File: config.mk
export PLATFORM = sky130hd
export DESIGN_NAME = nor_sweep_ctrl_flat
export DESIGN_NICKNAME = d
export VERILOG_FILES = /design/src/rtl/nor_sweep_if.sv /design/src/rtl/nor_sweep_ctrl.sv /design/src/flat_wrapper.sv
export SDC_FILE = /design/constraint.sdc
export NUM_CORES = 1
export LEC_CHECK = 0
export ABC_AREA = 1
export CORE_ASPECT_RATIO = 1.5
export CORE_MARGIN = 4
export CORE_UTILIZATION = 51
export DETAILED_ROUTE_END_ITERATION = 6
export GPL_TIMING_DRIVEN = 0
export MAX_ROUTING_LAYER = met4
export PLACE_DENSITY = 0.8
export SETUP_SLACK_MARGIN = 0.02
export SYNTH_ARGS = -nofsm -noshare
export SYNTH_HDL_FRONTEND = slang
export SYNTH_SLANG_ARGS = --single-unit
File: constraint.sdc
create_clock -name clk -period 1.65 [get_ports clk]
set_clock_uncertainty 0.05 [all_clocks]
set_input_delay 0.165 -clock clk [delete_from_list [all_inputs] [get_ports clk]]
set_output_delay 0.165 -clock clk [all_outputs]
set_load 0.03 [all_outputs]
File: src/rtl/nor_sweep_if.sv
// Bundle between the NOR sweep controller and its host / units under check.
// The slave side is the controller; the master side drives start/abort and the unit outputs.
interface nor_sweep_if #(
    parameter int CNT_W = 8
);
    logic             start;
    logic             abort;
    logic             y_gate;
    logic             y_beh;
    logic             y_df;
    logic             a;
    logic             b;
    logic             busy;
    logic             done;
    logic             pass;
    logic [CNT_W-1:0] err_gate;
    logic [CNT_W-1:0] err_beh;
    logic [CNT_W-1:0] err_df;
    logic [1:0]       first_fail;
    logic             fail_seen;

    modport master (
        output start, abort, y_gate, y_beh, y_df,
        input  a, b, busy, done, pass, err_gate, err_beh, err_df, first_fail, fail_seen
    );

    modport slave (
        input  start, abort, y_gate, y_beh, y_df,
        output a, b, busy, done, pass, err_gate, err_beh, err_df, first_fail, fail_seen
    );
endinterface

File: src/rtl/nor_sweep_ctrl.sv
// Sweeps all 2-bit vectors into three NOR implementations, waits a settle window,
// and accumulates saturating per-unit mismatch counts against a golden NOR.
module nor_sweep_ctrl #(
    parameter int SETTLE_CYCLES = 2,
    parameter int N_PASSES      = 1,
    parameter int CNT_W         = 8
) (
    input  logic       clk,
    input  logic       rst_n,
    nor_sweep_if.slave bus
);
    localparam logic [1:0] ST_IDLE   = 2'd0;
    localparam logic [1:0] ST_SETTLE = 2'd1;
    localparam logic [1:0] ST_CHECK  = 2'd2;
    localparam logic [1:0] ST_DONE   = 2'd3;

    localparam int SC_W = (SETTLE_CYCLES > 1) ? $clog2(SETTLE_CYCLES) : 1;
    localparam int PC_W = (N_PASSES > 1) ? $clog2(N_PASSES) : 1;
    localparam logic [SC_W-1:0]  SC_LAST = SC_W'(SETTLE_CYCLES - 1);
    localparam logic [PC_W-1:0]  PC_LAST = PC_W'(N_PASSES - 1);
    localparam logic [CNT_W-1:0] CNT_MAX = '1;

    logic [1:0]      state_q, state_d;
    logic [1:0]      vec_q, vec_d;
    logic [SC_W-1:0] settle_q, settle_d;
    logic [PC_W-1:0] pass_cnt_q, pass_cnt_d;
    logic [1:0]      first_fail_q, first_fail_d;
    logic            fail_seen_q, fail_seen_d;
    logic            pass_q, pass_d;

    logic       abort_act;
    logic       clr;
    logic       chk;
    logic       golden;
    logic [2:0] y;
    logic [2:0] mismatch;
    logic [2:0] err_nz;

    assign abort_act = bus.abort && (state_q != ST_IDLE);
    assign clr       = (state_q == ST_IDLE) && bus.start;
    assign chk       = (state_q == ST_CHECK) && !abort_act;
    assign golden    = ~(vec_q[1] | vec_q[0]);
    assign y         = {bus.y_df, bus.y_beh, bus.y_gate};
    assign mismatch  = y ^ {3{golden}};

    // One saturating counter per unit: index 0 = gate, 1 = behavioural, 2 = dataflow.
    genvar gi;
    generate
        for (gi = 0; gi < 3; gi++) begin : g_err
            logic [CNT_W-1:0] cnt_q, cnt_d;

            always_comb begin
                cnt_d = cnt_q;
                if (clr) begin
                    cnt_d = '0;
                end else if (chk && mismatch[gi] && (cnt_q != CNT_MAX)) begin
                    cnt_d = cnt_q + 1'b1;
                end
            end

            always_ff @(posedge clk) begin
                if (!rst_n) begin
                    cnt_q <= '0;
                end else begin
                    cnt_q <= cnt_d;
                end
            end
        end
    endgenerate

    assign err_nz = {|g_err[2].cnt_q, |g_err[1].cnt_q, |g_err[0].cnt_q};

    always_comb begin
        state_d      = state_q;
        vec_d        = vec_q;
        settle_d     = settle_q;
        pass_cnt_d   = pass_cnt_q;
        first_fail_d = first_fail_q;
        fail_seen_d  = fail_seen_q;
        pass_d       = pass_q;

        case (state_q)
            ST_IDLE: begin
                if (bus.start) begin
                    state_d      = ST_SETTLE;
                    vec_d        = 2'd0;
                    settle_d     = '0;
                    pass_cnt_d   = '0;
                    first_fail_d = 2'd0;
                    fail_seen_d  = 1'b0;
                    pass_d       = 1'b0;
                end
            end
            ST_SETTLE: begin
                if (settle_q == SC_LAST) begin
                    settle_d = '0;
                    state_d  = ST_CHECK;
                end else begin
                    settle_d = settle_q + 1'b1;
                end
            end
            ST_CHECK: begin
                if ((|mismatch) && !fail_seen_q) begin
                    first_fail_d = vec_q;
                    fail_seen_d  = 1'b1;
                end
                if (vec_q != 2'd3) begin
                    vec_d   = vec_q + 2'd1;
                    state_d = ST_SETTLE;
                end else if (pass_cnt_q != PC_LAST) begin
                    vec_d      = 2'd0;
                    pass_cnt_d = pass_cnt_q + 1'b1;
                    state_d    = ST_SETTLE;
                end else begin
                    // Final verdict folds in this last sample before the counters update.
                    state_d = ST_DONE;
                    pass_d  = ~|(err_nz | mismatch);
                end
            end
            default: begin
                state_d = ST_IDLE;
            end
        endcase

        if (abort_act) begin
            state_d      = ST_IDLE;
            vec_d        = vec_q;
            settle_d     = '0;
            pass_cnt_d   = pass_cnt_q;
            first_fail_d = first_fail_q;
            fail_seen_d  = fail_seen_q;
            pass_d       = 1'b0;
        end
    end

    always_ff @(posedge clk) begin
        if (!rst_n) begin
            state_q      <= ST_IDLE;
            vec_q        <= 2'd0;
            settle_q     <= '0;
            pass_cnt_q   <= '0;
            first_fail_q <= 2'd0;
            fail_seen_q  <= 1'b0;
            pass_q       <= 1'b0;
        end else begin
            state_q      <= state_d;
            vec_q        <= vec_d;
            settle_q     <= settle_d;
            pass_cnt_q   <= pass_cnt_d;
            first_fail_q <= first_fail_d;
            fail_seen_q  <= fail_seen_d;
            pass_q       <= pass_d;
        end
    end

    assign bus.a          = vec_q[1];
    assign bus.b          = vec_q[0];
    assign bus.busy       = (state_q != ST_IDLE);
    assign bus.done       = (state_q == ST_DONE);
    assign bus.pass       = pass_q;
    assign bus.err_gate   = g_err[0].cnt_q;
    assign bus.err_beh    = g_err[1].cnt_q;
    assign bus.err_df     = g_err[2].cnt_q;
    assign bus.first_fail = first_fail_q;
    assign bus.fail_seen  = fail_seen_q;
endmodule

File: src/flat_wrapper.sv
// flat-port wrapper written by rule: the top's interface ports become plain ports
module nor_sweep_ctrl_flat 
#(
    parameter int SETTLE_CYCLES = 2,
    parameter int N_PASSES      = 1,
    parameter int CNT_W         = 8
)
  (clk, rst_n, bus_start, bus_abort, bus_y_gate, bus_y_beh, bus_y_df, bus_a, bus_b, bus_busy, bus_done, bus_pass, bus_err_gate, bus_err_beh, bus_err_df, bus_first_fail, bus_fail_seen);
  nor_sweep_if #(.CNT_W(CNT_W)) bus_i ();
  input  logic clk;
  input  logic rst_n;
  input wire logic [$bits(bus_i.start)-1:0] bus_start;
  input wire logic [$bits(bus_i.abort)-1:0] bus_abort;
  input wire logic [$bits(bus_i.y_gate)-1:0] bus_y_gate;
  input wire logic [$bits(bus_i.y_beh)-1:0] bus_y_beh;
  input wire logic [$bits(bus_i.y_df)-1:0] bus_y_df;
  output wire logic [$bits(bus_i.a)-1:0] bus_a;
  output wire logic [$bits(bus_i.b)-1:0] bus_b;
  output wire logic [$bits(bus_i.busy)-1:0] bus_busy;
  output wire logic [$bits(bus_i.done)-1:0] bus_done;
  output wire logic [$bits(bus_i.pass)-1:0] bus_pass;
  output wire logic [$bits(bus_i.err_gate)-1:0] bus_err_gate;
  output wire logic [$bits(bus_i.err_beh)-1:0] bus_err_beh;
  output wire logic [$bits(bus_i.err_df)-1:0] bus_err_df;
  output wire logic [$bits(bus_i.first_fail)-1:0] bus_first_fail;
  output wire logic [$bits(bus_i.fail_seen)-1:0] bus_fail_seen;
  assign bus_i.start = bus_start;
  assign bus_i.abort = bus_abort;
  assign bus_i.y_gate = bus_y_gate;
  assign bus_i.y_beh = bus_y_beh;
  assign bus_i.y_df = bus_y_df;
  assign bus_a = bus_i.a;
  assign bus_b = bus_i.b;
  assign bus_busy = bus_i.busy;
  assign bus_done = bus_i.done;
  assign bus_pass = bus_i.pass;
  assign bus_err_gate = bus_i.err_gate;
  assign bus_err_beh = bus_i.err_beh;
  assign bus_err_df = bus_i.err_df;
  assign bus_first_fail = bus_i.first_fail;
  assign bus_fail_seen = bus_i.fail_seen;
  nor_sweep_ctrl #(.SETTLE_CYCLES(SETTLE_CYCLES), .N_PASSES(N_PASSES), .CNT_W(CNT_W)) u_core (.clk(clk), .rst_n(rst_n), .bus(bus_i));
endmodule
==> out/results.txt <==
Reg area -> 668 um^2
Reg-to-reg endpoint -> u_core.bus.err_gate[7]$_SDFFE_PP0P_
DPL Wire Length -> 3.11 mm
Total power draw -> 2.18 mW
Synth top area share -> 35.0%
Initial DRC Count -> 57
Ports -> 39
Setup CP Type -> flip-flop to primary output
Tot GR Track Use -> 19.6%
CTS tree -> done
Post-CTS Hold Buffers -> 0
RSZ-0062 raised after global routing -> no
Synth Area in Adders -> 5.30%
Outcome -> finished clean
PwrDens -> 863 mW/mm^2
Tightest Pin Transition -> 0.490 ns
YS warnings -> 0
Share of cells above drive strength 1 -> 13.7%
Max Slew Vio Count -> 0
Die width -> 57.7 um
First-pass GRT wire length -> 7.02 mm
Final Wtd Congestion -> 0.853
Reg clk slew, reported paths -> 0.08 ns
Placed Cells -> 360
Setup WS pre-CTS -> 0.0263 ns
Die footprint -> 0.00476 mm^2
Peak supply drop -> 0.820 mV
Critical path's top delay family -> buffers and inverters
Final setup margin -> 0.0654 ns
Longest Clk Path Bufs -> 2
Largest net degree at the start of global routing -> 12
Routed WL per cell -> 11.9 um
Fillers -> 295
Reg2reg setup slack -> 0.11 ns
Worst Min Path Start -> rst_n
Slew margin rel. -> 67.1%
Worst-path fanout max -> 4
Leak pwr -> 1.14 nW
FF-to-FF Start -> u_core.bus.err_gate[1]$_SDFFE_PP0P_
Worst Hold Class -> input port to flip-flop
Register bit total from synthesis -> 33
Setup TNS -> 0 ns
Required @ worst endpoint -> 1.43 ns
CTS Sinks -> 33
Leading area contributor after synthesis -> dfxtp_1
CTS Buf Count -> 5
WHS Path Cells -> 3
Mapped Nets -> 295
Most common cell after layout, fill and taps aside -> nand2_1
Root Driver -> clkbuf_8
Syn Inst Count -> 280
Worst Path Buf+Inv -> 1
Max Freq -> 631 MHz
Multiplexer share of the synthesized area -> 0%
Via/cell ratio -> 5.12
Std-Cell Rows -> 26
Non-filler cells, final -> 370
Crit path max-delay cell type -> clkdlybuf4s50_1
Hold path endpoint -> u_core.bus.first_fail[0]$_SDFFE_PN0P_
CP max stage delay -> 0.69 ns
Worst Setup End Kind -> primary output
MaxCap Viol Count -> 0
DR pass1 iterations -> 4
Synth Area in Compound Gates -> 10.7%
Initial antenna violation count -> 0
Clk_lat worst skew -> 0.30 ns
CORE AREA -> 0.00348 mm^2
Initial core utilization -> 54.3%
Critical Path Source Type -> flip-flop
Multi-input logic area -> 0.00111 mm^2
Port bufs -> 38
Area grow syn2layout -> 33.6%
Sequential area share after synthesis -> 35.0%
Post-layout min period -> 1.58 ns
Largest family of logic cells by synthesized area -> simple AND/OR/NAND/NOR gates
Final setup viols -> 0
Global route overflow -> 0
Vias in the first global route -> 1697
Simple-Gate Fraction of Synth Area -> 35.7%
Most frequent cells in the layout -> nand2_1, inv_1, a21oi_1, dfxtp_1, nand3_1
Library cells used by synthesis -> 23
Synth Area per Inst -> 6.75 um^2
Final Cycle Share -> 96.0%
Cell breakdown of the critical path -> clkdlybuf4s50_1
Htree depth -> 2
Critical path arrival -> 1.37 ns
Fin nets -> 342
Synth area leaders -> dfxtp_1, nand2_1, a21oi_1, inv_1, nand3_1
DRC Markers -> 0
Number of antenna diodes -> 0
Post-route ant nets -> 0
Cells on worst reg2reg path -> 8
Die H -> 82.5 um
Synth Cell Area -> 0.00189 mm^2
XOR/XNOR share of the synthesized area -> 4.17%
Via count -> 1895
Routed wire length -> 4.40 mm
Hold Fails Final Rpt -> 0
how the worst max path moves through the flow:
stage	startpoint	endpoint	slack [ns]	cells past startpoint
6_report	u_core.bus.err_df[6]$_SDFFE_PP0P_	bus_err_df[6]	0.07	1
5_1_grt	u_core.bus.err_gate[1]$_SDFFE_PP0P_	u_core.bus.err_gate[3]$_SDFFE_PP0P_	0.01	8
4_1_cts	u_core.bus.err_gate[6]$_SDFFE_PP0P_	bus_err_gate[6]	0.03	1
2_1_floorplan	u_core.bus.err_beh[0]$_SDFFE_PP0P_	u_core.bus.err_beh[7]$_SDFFE_PP0P_	0.03	8
3_3_place_gp	u_core.vec_q[0]$_SDFFE_PN0P_	u_core.bus.err_beh[6]$_SDFFE_PP0P_	0.05	10
3_5_place_dp	u_core.vec_q[0]$_SDFFE_PN0P_	u_core.bus.err_beh[6]$_SDFFE_PP0P_	0.03	10
cell families after synthesis:
family	Yosys count
AO/OA/AOI/OAI	40
XOR/XNOR	9
adder cells (fa/ha/maj)	8
buffers and inverters	42
flip-flops	33
AND/OR/NAND/NOR	148
where the power goes:
group	switching [mW]	leakage, nW	internal [mW]
clock	0.325	0.0681	0.600
combinational	0.257	0.802	0.145
sequential	0.0234	0.269	0.827
cells in the mapped netlist:
| cell type | number |
|---|---|
| xnor2_1 | 3 |
| nand3_1 | 24 |
| inv_1 | 35 |
| nor2_4 | 5 |
| xor2_1 | 6 |
| nand2_4 | 1 |
| dfxtp_1 | 33 |
| buf_6 | 2 |
| o21ai_1 | 4 |
| nor2_1 | 24 |
| a211oi_1 | 1 |
| inv_2 | 5 |
| a21oi_1 | 29 |
| nand4_1 | 4 |
| ha_1 | 8 |
| and2_1 | 1 |
| o21ai_0 | 6 |
| nor2_2 | 3 |
| nand2_1 | 76 |
| or2_2 | 2 |
| nand2_2 | 3 |
| nor3_1 | 4 |
| nor3_2 | 1 |
layout make-up:
cell class                      instances  share of cell area [%]
Buffer                                  2                   0.892
Timing Repair Buffer                   39                    15.2
Clock buffer                            5                    2.73
Inverter                               40                    5.95
Clock inverter                          3                    2.58
Multi-Input combinational cell        206                    44.1
Tap cell                               42                    2.08
Sequential cell                        33                    26.5
through the flow:
stage          area [um^2]  hold WS [ns]  util [%]
3_3_place_gp          2330         0.408      66.8
3_5_place_dp          2330         0.409      66.8
4_1_cts               2450         0.409      70.3
2_1_floorplan         1890         0.236         -
6_report              2520         0.409      72.5
5_1_grt               2520         0.453      72.5
per-layer routing:
layer / GRT usage (%) / up-vias / part of all wire [%]
met4: 10.7 / 0 / 2.8
met5: - / - / 0
met2: 34.6 / 50 / 51
li1: - / 981 / -
met3: 3.89 / 14 / 4.5
met1: 20.1 / 850 / 41
state kept, by name, summed over array words and instances (netlist names):
signal                 flops
u_core.bus.err_beh         8
u_core.bus.fail_seen       1
u_core.bus.err_df          8
u_core.settle_q            1
u_core.bus.first_fail      2
u_core.bus.pass            1
u_core.bus.err_gate        8
u_core.vec_q               2
u_core.state_q             2
repair_timing:
action                     4_1_cts  5_1_grt
cloned                           0        1
buffers inserted                 0        1
setup endpoints to repair       14       34
resized for setup               14       20
pin swaps                        0        3
(Power assumes the default switching activity.)
==> patch (same settings) <==
`N_PASSES` is set to 1 in 2 places; all go to 2.
--- a/src/rtl/nor_sweep_ctrl.sv
+++ b/src/rtl/nor_sweep_ctrl.sv
@@ -2,7 +2,7 @@
 // and accumulates saturating per-unit mismatch counts against a golden NOR.
 module nor_sweep_ctrl #(
     parameter int SETTLE_CYCLES = 2,
-    parameter int N_PASSES      = 1,
+    parameter int N_PASSES      = 2,
     parameter int CNT_W         = 8
 ) (
     input  logic       clk,
--- a/src/flat_wrapper.sv
+++ b/src/flat_wrapper.sv
@@ -2,7 +2,7 @@
 module nor_sweep_ctrl_flat 
 #(
     parameter int SETTLE_CYCLES = 2,
-    parameter int N_PASSES      = 1,
+    parameter int N_PASSES      = 2,
     parameter int CNT_W         = 8
 )
   (clk, rst_n, bus_start, bus_abort, bus_y_gate, bus_y_beh, bus_y_df, bus_a, bus_b, bus_busy, bus_done, bus_pass, bus_err_gate, bus_err_beh, bus_err_df, bus_first_fail, bus_fail_seen);
Formal check against the unedited RTL: no difference found for any inputs over 10 cycles, from zero or initial values and one cycle with rst_n low; that may be too few to reach the edited logic, so the function may still have changed.
==> patch against the original RTL <==
  * Cell area grew 0.64%
  * Setup slack lost 0.018 ns
  * Synthesized area grew 1.9%
  * Largest power group is now sequential cells
  * Sequential power grew 2%
  * Wire length shrank 1.6%
  * Global-route usage shrank 0.31 points
  * Sequential cell count grew 1
  * Count of clock-buffer cells in the layout grew 3
  * Clock power shrank 20%
  * Total power shrank 12%
==> patch: results (changes against the original RTL) <==
detailed_routing:
  vias: 1905  # +0.53%
  firstDrtPassIters: 4  # unchanged
  routed_wl_mm: 4.324  # -1.6%
  drt_iter0_drc: 46  # -19%
timing:
  worst_slew_pin_slew_ns: 0.4213  # -0.06829 ns
  final_max_slew_viol_count: 0  # unchanged
critical_path:
  cp_max_fo: 5  # +1
  critical_path.slowest_cell: "clkdlybuf4s50_1"
  worstPathArrival_ns: 1.39  # +0.02 ns
global_routing:
  grt_usage: 0.1925  # -0.003095
  grt_pass1_wl_mm: 7.334  # +4.4%
  grt_pass1_vias: 1736  # +2.3%
  grt_max_degree: 11  # -1
placed_design:
  place_ws_ns: -0.001576  # -0.02793 ns
  io_buffers: 38  # unchanged
  place_congestion: 0.8336  # -2.3%
  dpl.hpwl_mm: 3.142  # +1.1%
synth:
  ys_top_cells_by_area: "dfxtp_1 35%, nand2_1 17%, a21oi_1 8.3%"
  async_flop_share: 0  # unchanged
  synth_ff_type: "dfxtp_1"
  syn-num-nets: 302  # +2.4%
  yosys.area_share.xor_xnor: 0.05003  # +0.008311
  synth_fa_ha_area_frac: 0.05198  # -0.0009983
  synth_common_cells: "85 x nand2_1, 34 x dfxtp_1, 33 x nor2_1"
  synth_compound_gate_area_share: 0.1144  # +0.007075
  yosysSeqAreaShare: 0.3535  # +0.003807
  synth_cell_types: 23  # unchanged
power_and_ir_drop:
  p_leak_nw: 1.130  # -0.75%
  vdd_drop_max_mv: 0.6552  # -20%
hold_path:
  hold_class: "reg2reg"
cells_and_area:
  drive_gt1_frac: 0.1458  # +0.008638
  nNetsFinal: 350  # +2.3%
run_status:
  status: "complete, no violations"
clock_tree:
  path_clk_slew_ns: 0.07
  h-tree-depth: 2  # unchanged
  clock_latency_ns: 0.29
## patch: changes by cell type after synthesis, moves of 3 or more
cell     unedited run  this run
inv_1              35        31
a21oi_1            29        32
nand3_1            24        20
nor2_2              3         0
o21ai_1             4         0
nor2_1             24        33
nand2_1            76        85
## patch: power by group
part / total [mW] / switching [mW] / internal (mW)
combinational: 0.316 / 0.202 / 0.114
sequential: 0.864 / 0.0189 / 0.845
clock: 0.743 / 0.321 / 0.422
total: 1.92 / 0.542 / 1.38
## patch: timing repair
item	4_1_cts	5_1_grt
pin swaps	0	1
hold endpoints to repair	0	0
resized for setup	18	19
hold buffers	0	0
buffers inserted	0	3
endpoints found under the setup margin	19	27
## patch: logic make-up (layout without fill, tap and decap cells)
family                     after synthesis  count (layout)
adders and majority gates                8               8
DFF                                     34              34
AOI/OAI and AO/OA                       42              42
xor gates and xnor gates                11              11
and+or+nand+nor                        155             155
buffers and inverters                   37              86
## patch: worst reg2reg max path, cell delays in order, from the launching register on
cell     delay (ns)
dfxtp_4        0.36
inv_1          0.08
ha_2           0.20
inv_1          0.07
nand2_1        0.08
nand2_2        0.08
nor2_4         0.14
nand2_4        0.11
buf_4          0.15
nand2_1        0.05
a21oi_1        0.06
## patch: per-stage QoR
stage / instance area (um2) / util / setup TNS (ns) / instances
finish: 2540 / 0.6962 / 0 / 379
global route: 2540 / 0.6962 / -0.001430 / 379
CTS: 2461 / 0.6746 / 0 / 376
detailed placement: 2370 / 0.6495 / -0.001576 / 368
global placement: 2370 / 0.6495 / 0 / 368
floorplan: 1936 / - / 0 / 287
## patch: metal layers
layer	GRT usage	part of all wire	vias to the layer above
met5	-	0	-
met4	0.08228	0.028	0
met3	0.04199	0.034	12
met2	0.3230	0.50	33
li1	-	-	1011
met1	0.2138	0.43	849
## patch: path summary, 6_finish.rpt
check                                           from  cells past startpoint                     to  slack [ns]
worst max-delay path            u_core.bus.err_df[6]                      1          bus_err_df[6]        0.05
worst min-delay path                 u_core.settle_q                      2        u_core.settle_q        0.43
worst max register to register       u_core.vec_q[0]                     10  u_core.bus.err_beh[3]        0.11
worst min register to register       u_core.settle_q                      2        u_core.settle_q        0.43
## patch: final cells by class
type | instances | area (um2)
buffer | 1 | 11.26
inverter | 36 | 142.6
sequential | 34 | 694.4
timing repair buffer | 41 | 386.6
clock buffer | 8 | 110.1
multi-input combinational | 216 | 1141
tap | 43 | 53.80
fill | 309 | 1109
